`src/rtl/load_store_unit_pkg.sv`:
```
// Shared definitions for the load/store unit: width codes, fault codes, FSM states.
package load_store_unit_pkg;

  // RV32I funct3 width/sign codes
  localparam logic [2:0] LSU_B  = 3'b000;
  localparam logic [2:0] LSU_H  = 3'b001;
  localparam logic [2:0] LSU_W  = 3'b010;
  localparam logic [2:0] LSU_BU = 3'b100;
  localparam logic [2:0] LSU_HU = 3'b101;

  typedef enum logic [1:0] {
    FaultNone     = 2'b00,
    FaultMisalign = 2'b01,
    FaultIllegal  = 2'b10,
    FaultTimeout  = 2'b11
  } fault_e;

  typedef enum logic [1:0] {
    StIdle = 2'b00,
    StReq  = 2'b01,
    StResp = 2'b10
  } state_e;

  // Decode-time legality check; illegal encodings take priority over alignment.
  function automatic fault_e lsu_check(input logic [2:0] funct3, input logic is_store,
                                       input logic [1:0] addr_lo);
    fault_e f;
    f = FaultNone;
    if (funct3 == 3'b011 || funct3 == 3'b110 || funct3 == 3'b111 || (funct3[2] && is_store)) begin
      f = FaultIllegal;
    end else if ((funct3[1:0] == 2'b01 && addr_lo[0]) ||
                 (funct3 == LSU_W && addr_lo != 2'b00)) begin
      f = FaultMisalign;
    end
    return f;
  endfunction

endpackage

```
`src/rtl/load_store_unit_align.sv`:
```
// Combinational lane steering for stores and lane extraction/extension for loads.
module load_store_unit_align
  import load_store_unit_pkg::*;
(
  input  logic [2:0]  i_funct3,
  input  logic [1:0]  i_addr_lo,
  input  logic [31:0] i_store_data,
  input  logic [31:0] i_rdata,
  output logic [31:0] o_wdata,
  output logic [3:0]  o_wstrb,
  output logic [31:0] o_load_data
);

  logic [7:0]  w_byte;
  logic [15:0] w_half;

  // Select the addressed byte/half from the read word
  always_comb begin
    w_byte = i_rdata[{i_addr_lo, 3'b000} +: 8];
    w_half = i_rdata[{i_addr_lo[1], 4'b0000} +: 16];
  end

  // Steer store lanes and extend load data by access size; funct3[2] selects zero-extension
  always_comb begin
    o_wdata     = i_store_data;
    o_wstrb     = 4'b1111;
    o_load_data = i_rdata;
    unique case (i_funct3[1:0])
      2'b00: begin
        o_wdata     = {4{i_store_data[7:0]}};
        o_wstrb     = 4'b0001 << i_addr_lo;
        o_load_data = i_funct3[2] ? {24'h0, w_byte} : {{24{w_byte[7]}}, w_byte};
      end
      2'b01: begin
        o_wdata     = {2{i_store_data[15:0]}};
        o_wstrb     = i_addr_lo[1] ? 4'b1100 : 4'b0011;
        o_load_data = i_funct3[2] ? {16'h0, w_half} : {{16{w_half[15]}}, w_half};
      end
      default: begin
        o_wdata     = i_store_data;
        o_wstrb     = 4'b1111;
        o_load_data = i_rdata;
      end
    endcase
  end

endmodule

```
`src/rtl/load_store_unit.sv`:
```
// Data-memory access stage: one req/ack transaction per accepted start, with
// alignment/legality checking, optional request timeout and registered outputs.
module load_store_unit
  import load_store_unit_pkg::*;
#(
  parameter int unsigned TIMEOUT = 16
) (
  input  logic        clk,
  input  logic        rst_n,
  input  logic        i_start,
  input  logic        i_is_store,
  input  logic [2:0]  i_funct3,
  input  logic [31:0] i_addr,
  input  logic [31:0] i_store_data,
  output logic        o_busy,
  output logic        o_done,
  output logic [31:0] o_load_data,
  output logic        o_fault,
  output logic [1:0]  o_fault_code,
  output logic        o_mem_req,
  output logic        o_mem_we,
  output logic [31:0] o_mem_addr,
  output logic [3:0]  o_mem_wstrb,
  output logic [31:0] o_mem_wdata,
  input  logic        i_mem_ack,
  input  logic [31:0] i_mem_rdata
);

  state_e      r_state;
  logic        r_is_store;
  logic [2:0]  r_funct3;
  logic [1:0]  r_addr_lo;
  logic [31:0] r_timer;
  logic        r_busy;
  logic        r_done;
  logic        r_fault;
  fault_e      r_fault_code;
  logic [31:0] r_load_data;
  logic        r_mem_req;
  logic        r_mem_we;
  logic [31:0] r_mem_addr;
  logic [3:0]  r_mem_wstrb;
  logic [31:0] r_mem_wdata;

  logic [2:0]  w_funct3;
  logic [1:0]  w_addr_lo;
  logic [31:0] w_wdata;
  logic [3:0]  w_wstrb;
  logic [31:0] w_load;
  fault_e      w_chk;

  // Idle steers the incoming request; afterwards the captured access drives load extraction
  always_comb begin
    w_funct3  = (r_state == StIdle) ? i_funct3   : r_funct3;
    w_addr_lo = (r_state == StIdle) ? i_addr[1:0] : r_addr_lo;
    w_chk     = lsu_check(i_funct3, i_is_store, i_addr[1:0]);
  end

  load_store_unit_align u_align (
    .i_funct3     (w_funct3),
    .i_addr_lo    (w_addr_lo),
    .i_store_data (i_store_data),
    .i_rdata      (i_mem_rdata),
    .o_wdata      (w_wdata),
    .o_wstrb      (w_wstrb),
    .o_load_data  (w_load)
  );

  // Access FSM with capture, timeout counter and registered outputs
  always_ff @(posedge clk or negedge rst_n) begin
    if (!rst_n) begin
      r_state      <= StIdle;
      r_is_store   <= 1'b0;
      r_funct3     <= 3'b000;
      r_addr_lo    <= 2'b00;
      r_timer      <= 32'd0;
      r_busy       <= 1'b0;
      r_done       <= 1'b0;
      r_fault      <= 1'b0;
      r_fault_code <= FaultNone;
      r_load_data  <= 32'd0;
      r_mem_req    <= 1'b0;
      r_mem_we     <= 1'b0;
      r_mem_addr   <= 32'd0;
      r_mem_wstrb  <= 4'b0000;
      r_mem_wdata  <= 32'd0;
    end else begin
      unique case (r_state)
        StIdle: begin
          if (i_start) begin
            r_is_store <= i_is_store;
            r_funct3   <= i_funct3;
            r_addr_lo  <= i_addr[1:0];
            r_busy     <= 1'b1;
            if (w_chk != FaultNone) begin
              // Rejected accesses never reach memory
              r_state      <= StResp;
              r_done       <= 1'b1;
              r_fault      <= 1'b1;
              r_fault_code <= w_chk;
              r_load_data  <= 32'd0;
            end else begin
              r_state     <= StReq;
              r_timer     <= 32'd0;
              r_mem_req   <= 1'b1;
              r_mem_we    <= i_is_store;
              r_mem_addr  <= {i_addr[31:2], 2'b00};
              r_mem_wstrb <= i_is_store ? w_wstrb : 4'b0000;
              r_mem_wdata <= i_is_store ? w_wdata : 32'd0;
            end
          end
        end
        StReq: begin
          if (i_mem_ack) begin
            r_state      <= StResp;
            r_mem_req    <= 1'b0;
            r_done       <= 1'b1;
            r_fault      <= 1'b0;
            r_fault_code <= FaultNone;
            if (!r_is_store) r_load_data <= w_load;
          end else if (TIMEOUT != 0 && r_timer == TIMEOUT - 1) begin
            r_state      <= StResp;
            r_mem_req    <= 1'b0;
            r_done       <= 1'b1;
            r_fault      <= 1'b1;
            r_fault_code <= FaultTimeout;
            r_load_data  <= 32'd0;
          end else begin
            r_timer <= r_timer + 32'd1;
          end
        end
        StResp: begin
          r_state <= StIdle;
          r_done  <= 1'b0;
          r_busy  <= 1'b0;
        end
        default: r_state <= StIdle;
      endcase
    end
  end

  // Drive ports straight from registers
  always_comb begin
    o_busy       = r_busy;
    o_done       = r_done;
    o_fault      = r_fault;
    o_fault_code = r_fault_code;
    o_load_data  = r_load_data;
    o_mem_req    = r_mem_req;
    o_mem_we     = r_mem_we;
    o_mem_addr   = r_mem_addr;
    o_mem_wstrb  = r_mem_wstrb;
    o_mem_wdata  = r_mem_wdata;
  end

endmodule

```
`config.mk`:
```
export PLATFORM = sky130hd
export DESIGN_NAME = load_store_unit
export DESIGN_NICKNAME = d
export VERILOG_FILES = /design/src/rtl/load_store_unit_pkg.sv /design/src/rtl/load_store_unit_align.sv /design/src/rtl/load_store_unit.sv
export SDC_FILE = /design/constraint.sdc
export NUM_CORES = 1
export LEC_CHECK = 0
export ABC_AREA = 1
export ABC_CLOCK_PERIOD_IN_PS = 1800
export BUFFER_PORTS_ARGS = -buffer_cell sky130_fd_sc_hd__buf_4
export CORE_MARGIN = 2
export CORE_UTILIZATION = 40
export CTS_CLUSTER_SIZE = 10
export DETAILED_ROUTE_END_ITERATION = 16
export GPL_ROUTABILITY_DRIVEN = 0
export MAX_ROUTING_LAYER = met4
export PLACE_DENSITY = 0.77
export SLEW_MARGIN = 20
export SYNTH_ARGS = -nofsm -noshare
export SYNTH_HDL_FRONTEND = slang
export SYNTH_SLANG_ARGS = --single-unit
```
`constraint.sdc`:
```
create_clock -name clk -period 1.8 [get_ports clk]
set_clock_uncertainty 0.15 [all_clocks]
set_input_delay 0.36 -clock clk [delete_from_list [all_inputs] [get_ports clk]]
set_output_delay 0.36 -clock clk [all_outputs]
set_load 0.05 [all_outputs]
```
==> impl_metrics.py <==
metrics = {
    "timing": {
        "finalCritPeriodShare_pct": 117,
        "finalSetupViolations": 93,
        "fin_tns_setup_ns": -18.44,
        "fin_crit_ns": 2.11,
        "hold_violations": 0,
        "fin_ws_ns": -0.312,
        "rsz0062_at_grt": "true",
        "max_freq_mhz": 473,
        "drv_slew": 0,
    },
    "min_path": {
        "holdPathEnd": "o_mem_wdata[23]",
        "holdPathStages": 3,
        "holdCritStartpoint": "i_store_data[23]",
        "hp-class": "in -> reg",
    },
    "clock_tree": {
        "cts_tree": "built",
        "clkSlewWorstSetupHoldPaths_ns": 0.07,
        "clock_latency_ns": 0.43,
        "clock_sinks": 145,
        "cts_root_buf": "clkbuf_16",
        "cts_buffer_depth": 2,
        "cts_buffers": 17,
        "htreeDepth": 4,
    },
    "floorplanning": {
        "row_count": 50,
        "die_x_um": 143,
        "ioPinCount": 211,
        "dieArea_mm2": 0.0204,
        "dieHeight_um": 143,
        "design.core.area_mm2": 0.0188,
        "start_util_pct": 41.0,
    },
    "drt": {
        "drt_iter0_drc": 992,
        "vias_per_cell": 5.30,
        "drc": 0,
        "wl_met3_um": 2710,
        "wl_met2_um": 14000,
        "num_vias": 8980,
        "wl_per_cell_um": 17.3,
        "top_layer": "met4",
        "routed_wl_um": 29200,
        "dr.pass1.iters": 9,
        "antenna_left": 0,
        "wl_met1_um": 11600,
    },
    "logic_synthesis": {
        "synth_top_family_by_area": "simple AND/OR/NAND/NOR gates",
        "post_synth_num_cell_types": 34,
        "yosys.area.top_type": "dfrtp_1",
        "synth_top_area_share_pct": 47.0,
        "synthAdderAreaFrac_pct": 0.162,
        "synth_warnings": 0,
        "synthMuxAreaShare_pct": 0,
        "synth-xor-area-share_pct": 1.25,
        "yosys.area_share.simple_pct": 34.1,
        "synth_seq_cells": 145,
        "ys_seq_area_share_pct": 47.0,
        "avgSynthCellArea_um2": 7.34,
        "synth_area_mm2": 0.00772,
        "synth_compound_area_share_pct": 10.5,
        "syn_inst": 1052,
        "synth_area_leaders": "dfrtp_1 (47%), nand2_1 (20%), o21ai_0 (8.0%)",
    },
    "critical_path": {
        "reg2reg_slack_ns": -0.31,
        "regToRegEndpoint": "o_load_data[30]",
        "cp.arrival_ns": 2.33,
        "required_ns": 2.02,
        "worstReg2RegStart": "r_timer[0]",
        "startpoint_type": "flip-flop",
        "ff2ff_path_depth": 11,
        "slowest_delay_ns": 0.39,
        "path_cells": "ha_2 -> nand3_4 -> nor2_4 -> nand2_2 -> o21ai_4 -> nand4_4 -> buf_6 -> buf_12 -> nor2_1 -> nand2_1 -> nand2_1",
        "cp-end-kind": "flip-flop",
        "cpMostUsedCell": "nand2_1",
        "critical_path.slowest_cell": "dfrtp_1",
        "crit_type": "reg -> reg",
        "cp_max_fo": 10,
    },
    "grt": {
        "grt_pass1_wl_um": 40600,
        "grt.total_usage_pct": 25.9,
        "antenna_found_initial": 0,
        "grt_overflow": 0,
        "grt_max_degree": 53,
        "grt_pass1_vias": 8224,
    },
    "final_layout": {
        "drive_gt1_share_pct": 39.8,
        "area_growth_pct": 63.2,
        "nets": 1527,
        "n_antenna_cell": 0,
    },
    "status": {
        "violations": "negative setup slack",
        "status": "finished with violations",
    },
    "place": {
        "place_hpwl_um": 17300,
        "post-place-ws_ns": -0.265,
        "io_buffers": 208,
    },
    "pwr": {
        "p_per_area_mw_per_mm2": 1580,
        "total_leakage_power_nw": 6.39,
        "ir_drop_mv": 1.18,
    },
    "flow_run": {
        "drv_cap": 0,
    },
}
worst max-delay path by stage:
| stage | start | to | cells past startpoint |
|---|---|---|---|
| final | r_timer[0] | o_load_data[30] | 11 |
| after global routing | r_timer[0] | o_load_data[30] | 11 |
| after CTS | r_timer[17] | o_load_data[22] | 10 |
| after detailed placement | i_funct3[0] | r_timer[11] | 11 |
| after global placement | i_funct3[0] | r_timer[28] | 11 |
| after floorplan | r_timer[0] | o_load_data[12] | 10 |
sequential cells by signal (all words and copies together) (netlist names), 2 cells and up:
signal        flops
o_load_data      32
o_mem_wdata      32
r_timer          32
o_mem_addr       30
o_mem_wstrb       4
r_funct3          3
o_fault_code      2
r_addr_lo         2
r_state           2
kinds of logic (layout without fill, tap and decap cells):
kind of cell               Yosys count  in the layout
and+or+nand+nor                    623            625
DFF                                145            145
other                                1              2
buffers and inverters              122            502
xor gates and xnor gates            11             11
AOI/OAI and AO/OA                  149            149
adders and majority gates            1              1
cell usage in the layout (no fill, tap or decap), types with 19 or more instances in the layout:
| cell type | n |
|---|---|
| inv_1 | 64 |
| clkbuf_16 | 26 |
| nor2_2 | 23 |
| dlygate4sd3_1 | 31 |
| buf_4 | 306 |
| dfrtp_1 | 143 |
| o21ai_1 | 42 |
| o21ai_2 | 31 |
| nand4_1 | 19 |
| buf_6 | 24 |
| nand2_1 | 362 |
| o21ai_0 | 51 |
| nand2_2 | 42 |
| nor2_1 | 76 |
| nand3_1 | 43 |
worst max-delay path: cells and delay by family, from the launching register on:
family	cells	cell delay, ns
AND/OR/NAND/NOR	7	0.71
flip-flops	1	0.39
buffers and inverters	2	0.31
AO/OA/AOI/OAI	1	0.25
adder cells (fa/ha/maj)	1	0.24
synthesized netlist by cell type (all sizes together):
cell type    n
nand2      423
dfrtp      145
o21ai      126
nor2       111
inv         78
nand3       51
buf         34
nand4       22
nor3        15
clkbuf      10
xor2         9
o22ai        8
a21oi        5
a32o         4
o211ai       4
xnor2        2
a21boi       1
conb         1
ha           1
nor3b        1
o2111ai      1
cell type report:
type / count / area, µm²
flip-flops and latches: 145 / 3630
repair buffers: 392 / 3540
clock buffers: 18 / 429
multi-input cells: 788 / 4210
clock inverters: 14 / 131
inverters: 78 / 327
well taps: 260 / 325
fillers: 1402 / 6230
through the flow:
stage / cells / power [mW] / area (µm²) / hold slack, ns / utilization (%)
6_report: 1695 / 19.9 / 12600 / 0.0348 / 66.9
5_1_grt: 1695 / 20.8 / 12600 / 0.0439 / 66.9
4_1_cts: 1673 / 18.4 / 11700 / 0.0299 / 61.9
3_5_place_dp: 1593 / 14.3 / 10400 / 0.0735 / 55.4
3_3_place_gp: 1593 / 14.2 / 10400 / 0.0727 / 55.4
2_1_floorplan: 1053 / 10.9 / 7750 / -0.0856 / -
report_power, final:
part | leakage [nW] | total [mW] | switching [mW] | internal [mW]
clock network | 0.264 | 3.43 | 1.51 | 1.92
logic | 4.22 | 11.6 | 7.42 | 4.19
registers | 1.91 | 4.86 | 0.626 | 4.23
total | 6.39 | 19.9 | 9.56 | 10.3
what timing repair did:
item	in CTS	in global routing
gates resized for setup	64	227
hold buffers	31	0
buffers inserted	14	13
gates cloned	5	11
endpoints found under the setup margin	87	133
endpoints found under the hold margin	175	0
pin swaps	7	65
layer usage:
layer	up-vias	global-route usage [%]
li1	4117	-
met3	113	5.63
met2	525	40.7
met5	-	-
met4	0	8.75
met1	4225	33.3
Note: power is estimated with default switching activity, not from simulation.
